==> config.mk <==
export PLATFORM = sky130hd
export DESIGN_NAME = seq_mul8_initiator_flat
export DESIGN_NICKNAME = d
export VERILOG_FILES = /design/src/rtl/seq_mul8_initiator_if.sv /design/src/rtl/seq_mul8_initiator.sv /design/src/flat_wrapper.sv
export SDC_FILE = /design/constraint.sdc
export NUM_CORES = 1
export LEC_CHECK = 0
export BUFFER_PORTS_ARGS = -buffer_cell sky130_fd_sc_hd__clkbuf_2
export CAP_MARGIN = 30
export CORE_UTILIZATION = 48
export DETAILED_ROUTE_END_ITERATION = 10
export GPL_ROUTABILITY_DRIVEN = 0
export MAX_ROUTING_LAYER = met4
export PLACE_DENSITY = 0.72
export SYNTH_ARGS = -nofsm -noshare
export SYNTH_HDL_FRONTEND = slang
export SYNTH_SLANG_ARGS = --single-unit
==> constraint.sdc <==
create_clock -name clk -period 1.8 [get_ports clk]
set_input_delay 0.36 -clock clk [delete_from_list [all_inputs] [get_ports clk]]
set_output_delay 0.36 -clock clk [all_outputs]
set_load 0.02 [all_outputs]
==> src/rtl/seq_mul8_initiator_if.sv <==
// Adder handshake bundle between the sequential multiplier (master) and the
// 16-bit add/sub unit (slave).
interface seq_mul8_initiator_if;
    localparam int unsigned SUM_W = 16;

    logic [SUM_W-1:0] add_a;
    logic [SUM_W-1:0] add_b;
    logic             add_cin;
    logic             add_en;
    logic [SUM_W-1:0] add_sum;
    logic             add_cout;
    logic             add_ready;

    modport master (
        output add_a, add_b, add_cin, add_en,
        input  add_sum, add_cout, add_ready
    );

    modport slave (
        input  add_a, add_b, add_cin, add_en,
        output add_sum, add_cout, add_ready
    );
endinterface

==> src/rtl/seq_mul8_initiator.sv <==
// Shift-and-add 8x8 multiplier that borrows the shared 16-bit adder through
// an en/ready request, one adder transaction per set multiplier bit.
// Optional macro SIGNED_MUL_EN: two's-complement operands (sign-extended
// partial products, final partial product subtracted).
module seq_mul8_initiator (
    input  logic        clk,
    input  logic        rst,
    input  logic        start,
    input  logic [7:0]  mcand,
    input  logic [7:0]  mplier,
    output logic        busy,
    output logic        done,
    output logic [15:0] product,
    seq_mul8_initiator_if.master bus
);
    localparam int unsigned OP_W  = 8;
    localparam int unsigned IDX_W = 3;
    localparam int unsigned SUM_W = 2 * OP_W;

    localparam logic [2:0] S_IDLE = 3'd0;
    localparam logic [2:0] S_SCAN = 3'd1;
    localparam logic [2:0] S_REQ  = 3'd2;
    localparam logic [2:0] S_REL  = 3'd3;
    localparam logic [2:0] S_FIN  = 3'd4;

    localparam logic [IDX_W-1:0] IDX_LAST = IDX_W'(OP_W - 1);

    logic [2:0]       state, state_nx;
    logic [OP_W-1:0]  mc, mc_nx;
    logic [OP_W-1:0]  mp, mp_nx;
    logic [SUM_W-1:0] acc, acc_nx;
    logic [IDX_W-1:0] idx, idx_nx;
    logic             busy_nx, done_nx;
    logic [SUM_W-1:0] product_nx;
    logic [SUM_W-1:0] a_q, a_nx;
    logic [SUM_W-1:0] b_q, b_nx;
    logic             cin_q, cin_nx;
    logic             en_q, en_nx;

    logic [SUM_W-1:0] pp;
    logic             pp_cin;
    logic             unused_cout;

    // Partial product for the current bit index
`ifdef SIGNED_MUL_EN
    assign pp     = SUM_W'({{OP_W{mc[OP_W-1]}}, mc} << idx);
    assign pp_cin = (idx == IDX_LAST);
`else
    assign pp     = SUM_W'({{OP_W{1'b0}}, mc} << idx);
    assign pp_cin = 1'b0;
`endif

    // The product always fits in 16 bits, so the adder carry is never needed
    assign unused_cout = bus.add_cout;

    assign bus.add_a   = a_q;
    assign bus.add_b   = b_q;
    assign bus.add_cin = cin_q;
    assign bus.add_en  = en_q;

    // Next-state and next-output logic
    always_comb begin
        state_nx   = state;
        mc_nx      = mc;
        mp_nx      = mp;
        acc_nx     = acc;
        idx_nx     = idx;
        busy_nx    = busy;
        done_nx    = 1'b0;
        product_nx = product;
        a_nx       = a_q;
        b_nx       = b_q;
        cin_nx     = cin_q;
        en_nx      = en_q;

        case (state)
            S_IDLE: begin
                if (start) begin
                    mc_nx    = mcand;
                    mp_nx    = mplier;
                    acc_nx   = '0;
                    idx_nx   = '0;
                    busy_nx  = 1'b1;
                    state_nx = S_SCAN;
                end
            end
            S_SCAN: begin
                if (mp[idx]) begin
                    a_nx     = acc;
                    b_nx     = pp;
                    cin_nx   = pp_cin;
                    en_nx    = 1'b1;
                    state_nx = S_REQ;
                end else if (idx == IDX_LAST) begin
                    product_nx = acc;
                    done_nx    = 1'b1;
                    state_nx   = S_FIN;
                end else begin
                    idx_nx = idx + 1'b1;
                end
            end
            S_REQ: begin
                if (bus.add_ready) begin
                    acc_nx   = bus.add_sum;
                    en_nx    = 1'b0;
                    state_nx = S_REL;
                end
            end
            S_REL: begin
                // Wait for ready to drop so the next request sees a fresh ready
                if (!bus.add_ready) begin
                    if (idx == IDX_LAST) begin
                        product_nx = acc;
                        done_nx    = 1'b1;
                        state_nx   = S_FIN;
                    end else begin
                        idx_nx   = idx + 1'b1;
                        state_nx = S_SCAN;
                    end
                end
            end
            S_FIN: begin
                busy_nx  = 1'b0;
                state_nx = S_IDLE;
            end
            default: begin
                en_nx    = 1'b0;
                busy_nx  = 1'b0;
                state_nx = S_IDLE;
            end
        endcase
    end

    // State and output registers
    always_ff @(posedge clk) begin
        if (rst) begin
            state   <= S_IDLE;
            mc      <= '0;
            mp      <= '0;
            acc     <= '0;
            idx     <= '0;
            busy    <= 1'b0;
            done    <= 1'b0;
            product <= '0;
            a_q     <= '0;
            b_q     <= '0;
            cin_q   <= 1'b0;
            en_q    <= 1'b0;
        end else begin
            state   <= state_nx;
            mc      <= mc_nx;
            mp      <= mp_nx;
            acc     <= acc_nx;
            idx     <= idx_nx;
            busy    <= busy_nx;
            done    <= done_nx;
            product <= product_nx;
            a_q     <= a_nx;
            b_q     <= b_nx;
            cin_q   <= cin_nx;
            en_q    <= en_nx;
        end
    end
endmodule

==> src/flat_wrapper.sv <==
// flat-port wrapper written by rule: the top's interface ports become plain ports
module seq_mul8_initiator_flat 
  (clk, rst, start, mcand, mplier, busy, done, product, bus_add_a, bus_add_b, bus_add_cin, bus_add_en, bus_add_sum, bus_add_cout, bus_add_ready);
  seq_mul8_initiator_if bus_i ();
  input  logic clk;
  input  logic rst;
  input  logic start;
  input  logic [7:0] mcand;
  input  logic [7:0] mplier;
  output logic busy;
  output logic done;
  output logic [15:0] product;
  output wire logic [$bits(bus_i.add_a)-1:0] bus_add_a;
  output wire logic [$bits(bus_i.add_b)-1:0] bus_add_b;
  output wire logic [$bits(bus_i.add_cin)-1:0] bus_add_cin;
  output wire logic [$bits(bus_i.add_en)-1:0] bus_add_en;
  input wire logic [$bits(bus_i.add_sum)-1:0] bus_add_sum;
  input wire logic [$bits(bus_i.add_cout)-1:0] bus_add_cout;
  input wire logic [$bits(bus_i.add_ready)-1:0] bus_add_ready;
  assign bus_add_a = bus_i.add_a;
  assign bus_add_b = bus_i.add_b;
  assign bus_add_cin = bus_i.add_cin;
  assign bus_add_en = bus_i.add_en;
  assign bus_i.add_sum = bus_add_sum;
  assign bus_i.add_cout = bus_add_cout;
  assign bus_i.add_ready = bus_add_ready;
  seq_mul8_initiator u_core (.clk(clk), .rst(rst), .start(start), .mcand(mcand), .mplier(mplier), .busy(busy), .done(done), .product(product), .bus(bus_i));
endmodule
# Yosys cells after proc, flatten, opt, wreduce, memory -nomap -nowiden
# Index checks and enable logic that the tools add are counted.
[op_classes]
div = 0
eq_ne = 11
n_reduce_logical = 14
n_mux = 30
mul = 0
n_addsub = 1
order_cmp = 1
shift = 1
bitwise_logic = 2
[ops]
columns = ["operator", "count"]
rows = [
  ["$mux 16", 5],
  ["$pmux 16 s2", 2],
  ["$mux 3", 10],
  ["$shl 8x3->16", 1],
  ["$pmux 3 s4", 1],
  ["$pmux 3 s3", 1],
  ["$reduce_and 3->1", 3],
  ["$ne 2x2->1 const B", 4],
  ["$reduce_and 4->1", 2],
  ["$mux 1", 7],
  ["$eq 3x2->1 const B", 2],
  ["$eq 3x3->1 const B", 2],
  ["$reduce_and 2->1", 3],
  ["$reduce_or 3->1", 2],
  ["$lt 3x4->1 const B", 1],
  ["$pmux 1 s2", 2],
  ["$reduce_bool 2->1", 2],
  ["$add 3x1->3 const B", 1],
  ["$bmux 1 s3", 1],
  ["$eq 3x1->1 const B", 1],
  ["$logic_not 3->1", 1],
  ["$ne 3x1->1 const B", 1],
  ["$pmux 1 s3", 1],
  ["$reduce_bool 3->1", 1],
  ["2 further kinds", 3],
]
[totals]
mem_bits_rw = 0
register_bits = 89
output_inout_bits = 52
latchBits = 0
memories = 0
inputBits = 37
mem_bits_ro = 0

# Longest topological paths before layout
# Gate-level depths: netlist of run 1.
[depth]
depth_word = 4
ltp_mapped = 6

# Worst setup path after synthesis of run 1
# OpenSTA, ideal clock, no wires.
[synth_timing]
path_type = "reg-to-reg"
start = "register u_core.idx[0]"
end = "register u_core.product[10]"
synth_period_minus_slack_ps = 1844
t_arrival_ps = 1773
path_stages_with_launch = 7
slack_ps = -44
setup_time_ps = 72
required_ps = 1728
path_buffers = 2
path_cell_list = "dfxtp_1 -> buf_6 -> mux2_2 -> o22a_2 -> a21oi_4 -> buf_8 -> mux2i_1"
[synth_via]
elab_chain_cells = 4
[synth_rtl]
columns = ["element", "line_no", "source"]
rows = [
  ["start: declaration", "seq_mul8_initiator.sv:32", "logic [IDX_W-1:0] idx, idx_nx;"],
  ["start signal: assignment", "seq_mul8_initiator.sv:154", "idx <= idx_nx;"],
  ["$bmux 1 s3 / $eq 3x3->1 (equally long branches)", "seq_mul8_initiator.sv:88, seq_mul8_initiator.sv:94, seq_mul8_initiator.sv:112", ""],
  ["$mux 1 (not written as such) / $mux 16 (equally long branches)", "n/a", ""],
  ["$ne 2x2->1 (no line), or another cell as far along", "n/a", ""],
  ["$reduce_and 3->1 (no line) / $pmux 16 s2 (equally long branches)", "n/a", ""],
  ["end signal: assignment", "seq_mul8_initiator.sv:157", "product <= product_nx;"],
  ["end: declaration", "seq_mul8_initiator.sv:13", "output logic [15:0] product,"],
]
# Parallel ways exist; a longest one is shown, timed or not. The select of a mux whose other input is x is not followed.
# A chain may end at the register's enable or synchronous reset.

# Worst setup path after layout of run 1
[layout_timing]
start = "register u_core.idx[0]"
end = "register u_core.idx[2]"
[layout_via]
elab_chain_cells = 4
[layout_rtl]
columns = ["element", "line_no", "source"]
rows = [
  ["$add 3x1->3, or another cell as far along", "seq_mul8_initiator.sv:99, seq_mul8_initiator.sv:117", ""],
  ["$mux 3 / $mux 1 (equally long branches)", "seq_mul8_initiator.sv:94, seq_mul8_initiator.sv:112, seq_mul8_initiator.sv:88", ""],
  ["$mux 3, or another cell as far along", "seq_mul8_initiator.sv:111", "if (!bus.add_ready) begin"],
  ["$pmux 3 s3 / $reduce_and 4->1 (equally long branches)", "n/a", ""],
]
# Parallel ways exist; a longest one is shown, timed or not. The select of a mux whose other input is x is not followed.

==> results.yml, run 1 <==
route:
  drt_iter0_drc: 175
  viasPerCell: 5.46
  vias: 3410
  drc_errors: 0
  first_pass_iters: 4
  post_drt_wl_per_cell_um: 14.4
  drt-total-wl_mm: 8.97
  antenna_left: 0
worst_setup_path:
  worstSetupEndpointType: "flip-flop"
  ff2ff_setup_slack_ns: 0.02
  cp.required_ns: 2.04
  crit_end: "u_core.idx[2]"
  crit_path_max_fanout: 5
  rr_endpoint: "u_core.idx[2]"
  worstSetupStartpointType: "flip-flop"
  arrival_ns: 2.03
  crit_type: "reg -> reg"
  crit_path_start: "u_core.idx[0]"
  timing.rr.start: "u_core.idx[0]"
  reg2regPathDepth: 6
final_layout:
  antenna_cells: 0
  area_growth_pct: 22.6
  nNetsFinal: 556
  design_area_sq_um: 4760
  post-route-util: 0.613
  num-fill-cells: 698
  final_common_cell: "dfxtp_1"
  final_cell_mix: "85 x dfxtp_1, 84 x clkbuf_2, 49 x a21oi_1, 39 x nand2_1, 37 x nand2b_1"
  drive_above_1_share: 0.297
power_and_ir_drop:
  cellLeakagePower_nw: 1.80
  powerDensity_nw_per_um2: 837
  ir_drop_v: 0.000427
  power.total_mw: 3.98
timing:
  fin_ws_ns: 0.0191
  hold_viol: 0
  min_period_ns: 1.78
  hold_ws_ns: 0.212
  setup_violations: 0
  fin_crit_sh: 0.989
  finClkSkew_ns: 0.0136
  finalMaxSlewViolations: 0
  fmax_ghz: 0.562
  grt_setup_unrepaired: "yes"
yosys:
  synth_flop_cell: "dfxtp_1"
  ys_types: 48
  synth_top_area_frac: 0.454
  async_flop_share: 0
  synthAdderAreaFrac: 0.00645
  syn_inst: 430
  synth.largest_area_cell: "dfxtp_1"
  synth_edf_count: 0
  synthXorXnorAreaFrac: 0
  synth_compound_area_frac: 0.197
  synth_top_family_by_area: "compound AO/OA/AOI/OAI gates"
  muxShareOfSynthArea: 0.103
  yosys-top-cells-area: "dfxtp_1 45%, a21oi_1 6.4%, nand2b_1 6.0%"
  ys_seq_elements: 88
  syn_area_sq_um: 3880
  synth.avg_cell_area_sq_um: 9.03
  ys_warn_count: 0
  seq_area_frac_synth: 0.454
  synth_simple_gate_area_share: 0.190
cts:
  max-clock-path-buffers: 2
  cts.clk_slew.worst_paths_ns: 0.09
  ctsHtreeMaxLevel: 3
  cts_tree: "done"
  clock-sinks: 88
  cts_inserted_buffers: 9
  hold_buffers: 0
  root_buffer: "clkbuf_8"
  insertion_delay_ns: 0.36
run_status:
  status: "completed"
global_route:
  grt_pass1_vias: 3164
  antenna_found_initial: 0
  grt_max_degree: 80
  grt_usage: 0.228
  top_usage_layer: "met2"
  gr-usage-met1: 0.286
  grt_overflow: 0
  grt_pass1_wl_mm: 15.0
  met2_usage: 0.359
  use_met3: 0.0390
job:
  maxCapViolCount: 0
die:
  die_width_um: 91.9
  die-height_um: 91.9
  core_sq_um: 7770
  die-area_sq_um: 8450
  initial_utilization: 0.500
  num_rows: 32
  io_pins: 89
placement:
  dp_slack_ns: -0.0721
  hpwlAfterDp_mm: 6.11
  post_dp_cell_area_sq_um: 4480
  io_buffer_count: 85
worst_hold_path:
  hp-class: "in -> reg"
-- routing by layer --
metal,up-vias,wire length (um)
li1,1697,-
met1,1600,4030
met2,100,4370
met3,13,394
met4,0,178
met5,-,0
-- registers in the layout, summed over array words and instances (netlist names) --
signal	cells
u_core.done	1
u_core.busy	1
u_core.idx	3
u_core.bus.add_b	15
u_core.mc	8
u_core.state	3
u_core.product	16
u_core.bus.add_a	16
u_core.acc	16
u_core.bus.add_en	1
u_core.mp	8
-- how the worst min path moves through the flow --
stage	cells after the start	from	slack, ns	endpoint
after floorplan	2	u_core.mp[1]	0.43	u_core.mp[1]
after global placement	2	u_core.mp[1]	0.44	u_core.mp[1]
after detailed placement	2	u_core.mp[2]	0.45	u_core.mp[2]
after CTS	3	mplier[4]	0.19	u_core.mp[4]
after global routing	3	mplier[5]	0.21	u_core.mp[5]
final	3	mplier[0]	0.21	u_core.mp[0]
-- power by group --
group	switching, mW	internal (mW)
logic	0.304	0.235
registers	0.0436	1.99
clock network	0.716	0.690
total	1.06	2.92
-- cell usage after synthesis, types with 2 or more instances --
cell type  count
nor2b_1        8
a22oi_1       19
o32ai_1        2
nand3b_1       2
nand2b_1      37
a21oi_1       50
dfxtp_1       88
nand4_1        5
o21ai_0       26
buf_2          7
a311oi_1       2
clkbuf_1      24
buf_4          3
o22ai_1        2
a211oi_1       6
nand3_1       21
mux2i_1       23
inv_1          4
ha_1           2
mux2_2         7
nor2_1        24
nand2_1       39
mux4_2         4
-- cells by family after synthesis --
| kind of cell | count (synthesis) |
|---|---|
| AO/OA/AOI/OAI | 119 |
| flip-flops | 88 |
| AND/OR/NAND/NOR | 145 |
| buffers and inverters | 41 |
| multiplexers | 34 |
| adder cells (fa/ha/maj) | 2 |
| other | 1 |
-- final cells by class --
cell class | instances | area [sq um] | area share
clock buffers | 11 | 141 | 0.0297
repair buffers | 112 | 657 | 0.138
clock inverters | 5 | 63.8 | 0.0134
flip-flops and latches | 88 | 1770 | 0.371
inverters | 4 | 15.0 | 0.00315
multi-input cells | 302 | 1990 | 0.418
well taps | 102 | 128 | 0.0268
-- per-stage QoR --
stage / cells / TNS, ns
6_report: 624 / 0
5_1_grt: 624 / -0.559
3_3_place_gp: 606 / -0.0260
3_5_place_dp: 606 / -0.258
4_1_cts: 622 / 0
2_1_floorplan: 431 / 0
-- what timing repair did --
item / 4_1_cts / 5_1_grt
setup endpoints to repair: 31 / 40
resized for setup: 3 / 15
buffers inserted: 0 / 2
pin swaps: 1 / 3
-- worst max-delay path, cell delays in order, from the launching register on --
cell and delay (ns):
dfxtp_4 0.38, buf_4 0.15, mux2_4 0.33, o221a_2 0.32, a211oi_1 0.25, buf_4 0.16
o32ai_1 0.08
No activity file was read; power rests on OpenSTA's default activity.
==> run 2: changes to the inputs <==
--- a/config.mk
+++ b/config.mk
@@ -7,11 +7,12 @@
 export LEC_CHECK = 0
 export BUFFER_PORTS_ARGS = -buffer_cell sky130_fd_sc_hd__clkbuf_2
 export CAP_MARGIN = 30
-export CORE_UTILIZATION = 48
+export CORE_UTILIZATION = 50
+export CTS_BUF_LIST = sky130_fd_sc_hd__clkbuf_8
 export DETAILED_ROUTE_END_ITERATION = 10
 export GPL_ROUTABILITY_DRIVEN = 0
 export MAX_ROUTING_LAYER = met4
-export PLACE_DENSITY = 0.72
+export PLACE_DENSITY = 0.75
 export SYNTH_ARGS = -nofsm -noshare
 export SYNTH_HDL_FRONTEND = slang
 export SYNTH_SLANG_ARGS = --single-unit
==> results.yml, run 2 (synthesis gave the netlist of run 1 again) <==
worst_setup_path:
  worstSetupStartpointType: "flip-flop"
  rr_endpoint: "u_core.bus.add_b[13]"
  arrival_ns: 2.06
  crit_path_start: "u_core.idx[0]"
  cp.required_ns: 2.09
  reg2regPathDepth: 6
  crit_end: "u_core.bus.add_b[13]"
  crit_path_max_fanout: 11
  ff2ff_setup_slack_ns: 0.03
  timing.rr.start: "u_core.idx[0]"
  crit_type: "reg -> reg"
  worstSetupEndpointType: "flip-flop"
timing:
  finClkSkew_ns: 0.0114
  setup_violations: 0
  fin_crit_sh: 0.983
  relSlewSlack: 0.658
  fmax_ghz: 0.565
  tightestPinTransition_ns: 0.513
  finalMaxSlewViolations: 0
  grt_setup_unrepaired: "yes"
  min_period_ns: 1.77
  hold_viol: 0
route:
  drt-total-wl_mm: 9.07
  viasPerCell: 5.47
  drc_errors: 0
  vias: 3416
  antenna_left: 0
  first_pass_iters: 4
  post_drt_wl_per_cell_um: 14.5
  wl_met2_mm: 4.04
  drt_iter0_drc: 221
  drt-met1-wl_mm: 4.43
  met3_length_um: 482
  top_layer: "met4"
final_layout:
  design_area_sq_um: 4780
  final_common_cell: "dfxtp_1"
  drive_above_1_share: 0.299
  final_cell_mix: "86 x dfxtp_1, 84 x clkbuf_2, 49 x a21oi_1, 39 x nand2_1, 37 x nand2b_1"
  nNetsFinal: 559
  antenna_cells: 0
  final_cells: 624
  area_growth_pct: 23.1
cts:
  insertion_delay_ns: 0.36
  hold_buffers: 0
  cts_inserted_buffers: 9
  max-clock-path-buffers: 2
  root_buffer: "clkbuf_8"
  cts_tree: "done"
  ctsHtreeMaxLevel: 3
  clock-sinks: 88
  cts.clk_slew.worst_paths_ns: 0.09
power_and_ir_drop:
  switching_power_mw: 1.10
  powerDensity_nw_per_um2: 868
  p_clk_frac: 0.379
  power_frac_seq: 0.493
  combPwrFrac: 0.129
  cellLeakagePower_nw: 1.82
  sw_frac_of_total: 0.266
  p_int_mw: 3.04
  ir_drop_v: 0.000378
placement:
  hpwlAfterDp_mm: 6.18
  dp.cells: 603
  io_buffer_count: 85
  post_dp_cell_area_sq_um: 4490
global_route:
  grt_overflow: 0
  grt_pass1_vias: 3219
  grt_usage: 0.237
  antenna_found_initial: 0
  grt_max_degree: 51
  grt_pass1_wl_mm: 15.3
job:
  maxCapViolCount: 0
worst_hold_path:
  hold_depth: 3
  hp-start: "mplier[0]"
  hp-class: "in -> reg"
die:
  die_width_um: 90.1
  initial_utilization: 0.527
  core_sq_um: 7370
  die-height_um: 90.1
  io_pins: 89
  die-area_sq_um: 8120
  num_rows: 31
run_status:
  status: "completed"
run 2: cell types whose count changed in the layout (fill, tap and decap cells not counted), sizes merged:
cell    change
clkinv      -2
bufinv      +1
clkbuf      -2
inv         +3
buf         +3
run 2: what timing repair did:
item	in CTS	in global routing
gates resized for setup	2	5
setup endpoints to repair	50	32
pin swaps	2	1
setup buffers	5	0
hold endpoints to repair	0	0
run 2: routing by layer:
layer / up-vias / GRT usage
met3: 9 / 0.0508
met2: 96 / 0.359
met1: 1609 / 0.317
li1: 1702 / -
met4: 0 / 0.0699
met5: - / -
run 2: area by class of cell:
class,count,area [sq um]
Tap cell,99,124
Sequential cell,88,1770
Clock inverter,7,108
Inverter,4,15.0
Timing Repair Buffer,115,692
Clock buffer,9,124
Fill cell,628,2590
Multi-Input combinational cell,302,1950
run 2: through the flow:
stage / power [mW] / hold WS, ns / utilization / setup TNS (ns) / setup slack [ns]
floorplan: 2.43 / 0.433 / - / 0 / 0.0251
global placement: 2.58 / 0.445 / 0.610 / -0.304 / -0.0698
CTS: 4.15 / 0.211 / 0.647 / 0 / 0.0203
finish: 4.15 / 0.221 / 0.649 / 0 / 0.0313
global route: 4.32 / 0.210 / 0.649 / -0.394 / -0.0781
detailed placement: 2.59 / 0.447 / 0.610 / -1.58 / -0.0997
run 2: worst min path at each step:
stage	to	slack, ns
floorplan	u_core.mp[1]	0.43
global placement	u_core.mp[7]	0.45
detailed placement	u_core.mp[1]	0.45
CTS	u_core.mc[0]	0.21
global route	u_core.mp[0]	0.21
finish	u_core.mp[0]	0.22
run 2: worst max-delay path, stage by stage (launching register included):
cell and delay, ns:
dfxtp_4 0.39, mux2i_1 0.20, a221oi_4 0.52, buf_12 0.20, buf_4 0.11, nand4b_1 0.11, a21oi_1 0.16
run 2: power by group through the flow:
stage,logic [mW],clock network [mW],registers [mW]
after floorplan,0.345,0,2.08
after detailed placement,0.508,0,2.09
after CTS,0.526,1.58,2.04
after global placement,0.498,0,2.08
final,0.533,1.57,2.04
after global routing,0.580,1.69,2.05
